**config.mk**
```make
export PLATFORM = sky130hd
export DESIGN_NAME = div_clk_mon
export DESIGN_NICKNAME = d
export VERILOG_FILES = /design/src/rtl/div_clk_mon.sv
export SDC_FILE = /design/constraint.sdc
export NUM_CORES = 1
export LEC_CHECK = 0
export ABC_AREA = 1
export CELL_PAD_IN_SITES_DETAIL_PLACEMENT = 1
export CELL_PAD_IN_SITES_GLOBAL_PLACEMENT = 2
export CORE_MARGIN = 4
export CORE_UTILIZATION = 37
export CTS_BUF_LIST = sky130_fd_sc_hd__clkbuf_2 sky130_fd_sc_hd__clkbuf_4 sky130_fd_sc_hd__clkbuf_8
export DETAILED_ROUTE_END_ITERATION = 8
export PLACE_DENSITY_LB_ADDON = 0.1
export REMOVE_ABC_BUFFERS = 1
export SLEW_MARGIN = 20
export SYNTH_ARGS = -nofsm -noshare
export SYNTH_HDL_FRONTEND = slang
export SYNTH_SLANG_ARGS = --single-unit
```
**constraint.sdc**
```tcl
create_clock -name clk -period 4.3 [get_ports clk]
set_input_delay 0.43 -clock clk [delete_from_list [all_inputs] [get_ports clk]]
set_output_delay 0.43 -clock clk [all_outputs]
set_load 0.1 [all_outputs]
```
**src/rtl/div_clk_mon.sv**
```systemverilog
// -----------------------------------------------------------------------------
// div_clk_mon
// Monitors an odd-ratio divided clock in the same clk domain as its source.
// Measures rising-to-rising period and high time in clk cycles, declares lock
// after LOCK_CNT consecutive correct periods, flags period errors and stalls,
// and keeps a saturating error count.
//
// Optional build macro:
//   DIV_MON_DUTY_CHK_EN - when defined, a high time outside {DIV/2, DIV/2+1}
//                         is treated exactly like a period mismatch.
//
// Ports:
//   clk        in   source clock (also drives the divider)
//   rstn       in   asynchronous reset, active-high
//   en         in   monitor enable; 0 forces IDLE and clears lock history
//   clk_div_in in   divided clock under test
//   period     out  last measured period (clk cycles)
//   high_time  out  last measured high time (clk cycles)
//   locked     out  lock status
//   err        out  one-cycle pulse per period/duty mismatch or stall
//   stall      out  sticky stall flag, cleared on next rise or en=0
//   err_cnt    out  saturating error count, cleared only by reset
//
// state | meaning
// ------+---------------------------------------------------------------
// IDLE  | monitor disabled, lock history cleared
// ACQ   | waiting for the first rise; that rise only restarts counters
// MEAS  | measuring periods, good_cnt below LOCK_CNT
// LOCK  | LOCK_CNT consecutive good periods seen, locked=1
// -----------------------------------------------------------------------------
module div_clk_mon #(
    parameter int DIV      = 9,
    parameter int CNT_W    = 8,
    parameter int LOCK_CNT = 4,
    parameter int ERR_W    = 8
) (
    input  logic             clk,
    input  logic             rstn,
    input  logic             en,
    input  logic             clk_div_in,
    output logic [CNT_W-1:0] period,
    output logic [CNT_W-1:0] high_time,
    output logic             locked,
    output logic             err,
    output logic             stall,
    output logic [ERR_W-1:0] err_cnt
);

    typedef enum logic [1:0] {IDLE, ACQ, MEAS, LOCK} state_t;

    localparam logic [CNT_W-1:0] DIV_C     = CNT_W'(DIV);
    localparam logic [CNT_W-1:0] TIMEOUT_C = CNT_W'(2 * DIV);
    localparam logic [CNT_W-1:0] CNT_MAX   = '1;
    localparam logic [ERR_W-1:0] ERR_MAX   = '1;
    localparam logic [3:0]       LOCK_C    = 4'(LOCK_CNT);

    state_t           state;
    logic             s1, s2, s3;
    logic             rise;
    logic [CNT_W-1:0] pcnt;
    logic [CNT_W-1:0] hcnt;
    logic [3:0]       good_cnt;
    logic [3:0]       good_nxt;
    logic             duty_bad;
    logic             meas_bad;

    assign rise = s2 & ~s3;

`ifdef DIV_MON_DUTY_CHK_EN
    localparam logic [CNT_W-1:0] DUTY_LO = CNT_W'(DIV / 2);
    localparam logic [CNT_W-1:0] DUTY_HI = CNT_W'(DIV / 2 + 1);
    // hcnt is frozen since the last fall, so at a rise it holds the previous high time.
    assign duty_bad = (hcnt != DUTY_LO) && (hcnt != DUTY_HI);
`else
    assign duty_bad = 1'b0;
`endif

    assign meas_bad = (pcnt != DIV_C) || duty_bad;
    assign good_nxt = (good_cnt >= LOCK_C) ? LOCK_C : good_cnt + 4'd1;

    always_ff @(posedge clk or posedge rstn) begin
        if (rstn) begin
            s1        <= 1'b0;
            s2        <= 1'b0;
            s3        <= 1'b0;
            pcnt      <= '0;
            hcnt      <= '0;
            good_cnt  <= '0;
            state     <= IDLE;
            period    <= '0;
            high_time <= '0;
            locked    <= 1'b0;
            err       <= 1'b0;
            stall     <= 1'b0;
            err_cnt   <= '0;
        end else begin
            s1  <= clk_div_in;
            s2  <= s1;
            s3  <= s2;
            err <= 1'b0;

            // Free-running measurement counters; the FSM decides when to use them.
            if (rise)
                pcnt <= CNT_W'(1);
            else if (pcnt != CNT_MAX)
                pcnt <= pcnt + CNT_W'(1);

            if (rise)
                hcnt <= CNT_W'(1);
            else if (s2 && hcnt != CNT_MAX)
                hcnt <= hcnt + CNT_W'(1);

            if (!en) begin
                state    <= IDLE;
                locked   <= 1'b0;
                stall    <= 1'b0;
                good_cnt <= '0;
            end else begin
                case (state)
                    IDLE: state <= ACQ;
                    ACQ: begin
                        if (rise) begin
                            state <= MEAS;
                            stall <= 1'b0;
                        end
                    end
                    MEAS, LOCK: begin
                        // A rise in the timeout cycle wins over the timeout.
                        if (rise) begin
                            period    <= pcnt;
                            high_time <= hcnt;
                            if (meas_bad) begin
                                err      <= 1'b1;
                                if (err_cnt != ERR_MAX)
                                    err_cnt <= err_cnt + ERR_W'(1);
                                good_cnt <= '0;
                                locked   <= 1'b0;
                                state    <= MEAS;
                            end else begin
                                good_cnt <= good_nxt;
                                if (good_nxt == LOCK_C) begin
                                    state  <= LOCK;
                                    locked <= 1'b1;
                                end
                            end
                        end else if (pcnt == TIMEOUT_C) begin
                            // Leaving to ACQ guarantees a single report per stall.
                            err      <= 1'b1;
                            if (err_cnt != ERR_MAX)
                                err_cnt <= err_cnt + ERR_W'(1);
                            stall    <= 1'b1;
                            locked   <= 1'b0;
                            good_cnt <= '0;
                            state    <= ACQ;
                        end
                    end
                    default: state <= IDLE;
                endcase
            end
        end
    end

endmodule

```
Word level (Yosys, flattened, before mapping)

Index checks and enable logic that the tools add are counted.

Equal/unequal tests: 19
Bitwise gates (word level): 2
Mux-type cells: 37
$lt $le $gt $ge: 1
Add/sub/neg operators: 4
Reductions and logical operators: 12

Operators by type and width:

| cell                                                              | count |
|---|---|
| two-way mux 8 bit                                                 | 8 |
| adder 8 x 1 -> 8 bit, second input constant                       | 3 |
| two-way mux 4 bit                                                 | 6 |
| inequality test 8 bit, second input constant                      | 3 |
| two-way mux 1 bit                                                 | 15 |
| two-way mux 2 bit                                                 | 6 |
| inequality test 3 bit, second input constant                      | 3 |
| AND reduction 3 bit                                               | 3 |
| == test 8 x 5 -> 1 bit, second input constant                     | 1 |
| inequality test 8 x 4 -> 1 bit, second input constant             | 1 |
| AND reduction 4 bit                                               | 2 |
| inequality test 3 x 1 -> 1 bit, second input constant             | 2 |
| case mux 2 bit (3 select lines)                                   | 1 |
| nonzero test 2 bit                                                | 3 |
| inequality test 5 bit, second input constant                      | 1 |
| adder 4 x 1 -> 4 bit, second input constant                       | 1 |
| == test 2 bit, second input constant                              | 2 |
| == test 4 x 3 -> 1 bit, second input constant                     | 1 |
| greater-or-equal comparator 4 x 3 -> 1 bit, second input constant | 1 |
| inequality test 2 x 1 -> 1 bit, second input constant             | 2 |
| inequality test 4 x 2 -> 1 bit, second input constant             | 1 |
| inequality test 4 bit, second input constant                      | 1 |
| == test 2 x 1 -> 1 bit, second input constant                     | 1 |
| logical NOT 2 bit                                                 | 1 |
| 6 further kinds                                                   | 6 |

Input port bits: 4
Flip-flop bits (word level): 52

Depth between registers and ports, before layout

Depth after elaboration: 8
Gate-level depth with buffers: 10
Depth with buffers taken out: 10

Least setup slack after synthesis

OpenSTA, ideal clock, no wires.

Path type: register -> register
Start: register err_cnt[1]
End: register err_cnt[6]
Clock period less this slack: 2.038 ns
Arrival: 1.971 ns
Setup slack: 2.262 ns
Stages on the path, launching flop included: 8
Path buffers: 0
Data required time: 4.233 ns
Path through: dfrtp_1 -> ha_1 -> nand3_1 -> nor2_1 -> nand2_2 -> nand3_4 -> nand2_1 -> nand2_1

Word-level cells in the longest chain between the ends: 4
Elaborated cells on any way between the ends: 6
Those cells by class: add/sub (1); eq/ne (1); mux (4)

Ends and longest elaborated chain:

| what                                                                 | RTL line | RTL |
|---|---|---|
| start, declared                                                      | 46       | `output logic [ERR_W-1:0] err_cnt` |
| start signal, assigned                                               | 135      | `err_cnt <= err_cnt + ERR_W'(1);` |
| start signal, assigned                                               | 150      | `err_cnt <= err_cnt + ERR_W'(1);` |
| adder 8 x 1 -> 8 bit / inequality test 8 bit (equally long branches) | --       |  |
| two-way mux 8 bit (*)                                                | 134, 149 |  |
| two-way mux 8 bit (on tied branches)                                 | 146, 132 |  |
| two-way mux 8 bit (*)                                                | 129      | `if (rise) begin` |

Mark *: on every way between the ends. The rest lies on a longest branch, timed or not. The select of a mux whose other input is x is not followed.
A chain may end at the register's enable or synchronous reset.

Worst setup path in the final report

Start: register err_cnt[1]
End: output err_cnt[1]

No word-level cell between the ends.

==> results.yml <==
status:
  status: "finished clean"
placement:
  dp_hpwl_mm: 4.72
  gp_congestion: 0.758
  port_buffers: 30
  place_ws_ns: 2.28
  placed_area_um2: 3070
synthesis:
  yosys.cell_count.top_type: "nand2_1"
  yosys_register_bits: 52
  synth_edf_count: 0
  synth_top_cell_by_area: "dfrtp_1"
  ys_seq_area_frac: 0.486
  yosysWarnings: 0
  synth.top_cell.area_share: 0.486
  synth_cells: 339
  post_synth.cell_area_avg_um2: 7.89
  netlist_area_um2: 2680
  synth_commonest_cells: "nand2_1 (107), dfrtp_1 (52), inv_1 (39)"
  ys.flop_type: "dfrtp_1"
  synth.area.top_cells: "dfrtp_1 (49%), nand2_1 (15%), inv_1 (5.5%)"
  synth_cell_types: 26
  synthArstFlopShare: 1.00
setup_path:
  worst-path-max-fanout: 6
  cp-start-kind: "flop"
  r2r-end: "err_cnt[3]"
  rr_worst_depth: 8
  r2r_start: "pcnt[1]"
  path_buf_inv: 1
  arrival_ns: 1.92
  critPathSlowestCell: "clkdlybuf4s50_1"
  critPathKind: "flop to output port"
  crit_chain: "clkdlybuf4s50_1"
  cp.required_ns: 3.87
  end_kind: "output port"
  cp-startpoint: "err_cnt[1]"
  reg2reg_slack_ns: 2.66
  critPathMaxStageDelay_ns: 1.17
  cp_top_family: "buffers and inverters"
detailed_routing:
  wl_mm: 6.29
  vias: 2282
  postRouteAntennaNets: 0
  drt_pass1_iterations: 4
  route.detailed.drc: 0
  drt-wirelength-per-cell_um: 13.4
  via_per_inst: 4.87
  first_iter_violations: 88
clocking:
  cts_root_buf: "clkbuf_8"
  numCtsBuffers: 5
  h-tree-depth: 2
  cts-resized-gates: 0
  cts_setup_buffers: 0
  insertion_delay_ns: 0.30
  clockBufferDepth: 2
  clk_pin_slew_worst_paths_ns: 0.10
  cts_tree: "yes"
  cts_sinks: 52
  cts_hold_buf: 0
global_routing:
  track_usage: 0.163
  grt_max_degree: 31
  grt_pass1_vias: 2426
  grt_antenna_before_repair: 0
  grt_pass1_wl_mm: 11.5
  overflow: 0
cells_and_area:
  diodes: 0
  nFillCells: 897
  design_area_um2: 3170
  finish.utilization: 0.458
  areaGrowthSynthToFinish_pct: 18.3
  drive_above_1_share: 0.0912
  nets: 382
sta:
  min_period_ns: 2.35
  setup_viol: 0
  timing.final.ws_setup_ns: 1.95
  max_freq_mhz: 426
  whs_ns: 0.355
  drv_slew: 0
  tns_ns: 0
  fin_skew_ns: 0.00717
  finalCritPeriodShare: 0.546
  rsz0062_at_grt: "false"
  hold_violations: 0
  slew_headroom: 0.344
  tightest_slew_ns: 0.981
pwr:
  leakagePower_nw: 1.56
  pwr-share-clk: 0.178
  power.share.combinational: 0.421
  power_density_nw_per_um2: 516
  p_sw_mw: 0.776
  pwr-share-seq: 0.400
  internal_power_mw: 0.856
  swShare: 0.476
  peakVddDrop_v: 0.000266
job:
  drv_cap: 0
floorplanning:
  dieArea_um2: 8660
  core_area_um2: 6910
  die_h_um: 93.1
  die_width_um: 93.1
  start_util: 0.388
  rows: 30
  ios: 31
min_path:
  hp-class: "flop to flop"
  hold_end: "s2"
  holdCritStartpoint: "s1"
  holdPathStages: 0
-- flip-flops by register name, indices dropped and copies added, names as in the netlist --
register,flops
good_cnt,4
period,8
stall,1
pcnt,8
state,2
s1,1
hcnt,8
high_time,8
s3,1
locked,1
s2,1
err,1
err_cnt,8
-- per-layer routing --
metal,vias up,global-route usage,part of all wire
met5,-,0,0
met4,0,0.0391,0.010
met3,6,0.0282,0.021
met2,23,0.280,0.49
met1,1103,0.215,0.48
li1,1150,-,-
-- stage by stage --
stage | power [mW] | cells
floorplan | 1.18 | 334
global placement | 1.35 | 461
detailed placement | 1.36 | 461
CTS | 1.66 | 469
global route | 1.73 | 469
finish | 1.63 | 469
-- power groups by stage --
stage / registers (mW) / logic (mW) / clock network (mW)
after global placement: 0.659 / 0.689 / 0
final: 0.654 / 0.688 / 0.291
after detailed placement: 0.664 / 0.693 / 0
after CTS: 0.655 / 0.696 / 0.305
after floorplan: 0.984 / 0.195 / 0
after global routing: 0.671 / 0.737 / 0.326
-- area by class of cell --
class / instances / area (µm²) / area share
tap: 96 / 120 / 0.0379
inverter: 47 / 176 / 0.0557
multi-input combinational: 235 / 1170 / 0.369
clock inverter: 2 / 10.0 / 0.00316
timing repair buffer: 31 / 308 / 0.0972
clock buffer: 6 / 82.6 / 0.0261
sequential: 52 / 1300 / 0.411
-- how the worst max path moves through the flow --
| stage | depth (start not counted) | endpoint | slack (ns) |
|---|---|---|---|
| 4_1_cts | 1 | err_cnt[1] | 1.93 |
| 5_1_grt | 1 | err_cnt[1] | 1.89 |
| 6_report | 1 | err_cnt[1] | 1.95 |
| 3_5_place_dp | 1 | err_cnt[1] | 2.28 |
| 3_3_place_gp | 1 | err_cnt[2] | 2.29 |
| 2_1_floorplan | 7 | err_cnt[6] | 2.26 |
-- layout by cell type, fill, tap and decap left out --
| master | instances |
|---|---|
| nand4_1 | 16 |
| clkinv_1 | 1 |
| nor2_4 | 2 |
| nor2_2 | 7 |
| nand2_2 | 4 |
| clkinv_2 | 2 |
| inv_1 | 38 |
| dfrtp_1 | 52 |
| o21ai_4 | 1 |
| buf_4 | 1 |
| xor2_1 | 5 |
| or2_2 | 1 |
| clkdlybuf4s50_1 | 30 |
| nand2_1 | 107 |
| clkbuf_8 | 6 |
| ha_1 | 6 |
| o21ai_1 | 10 |
| o21ai_0 | 17 |
| nand3_1 | 24 |
| nor3_1 | 6 |
| nor2_1 | 19 |
| a31oi_1 | 3 |
| inv_2 | 8 |
| nor4_1 | 1 |
| nand2_4 | 1 |
| nand3_4 | 1 |
| a21oi_1 | 3 |
| o31ai_1 | 1 |
-- kinds of logic (layout without fill, tap and decap cells) --
| family | after synthesis | after routing | synth area share |
|---|---|---|---|
| AOI/OAI and AO/OA | 35 | 35 | 0.0720 |
| adders and majority gates | 6 | 6 | 0.0280 |
| DFF | 52 | 52 | 0.486 |
| xor gates and xnor gates | 5 | 5 | 0.0164 |
| buffers and inverters | 52 | 86 | 0.0776 |
| and+or+nand+nor | 189 | 189 | 0.320 |
No activity file was read; power rests on OpenSTA's default activity.
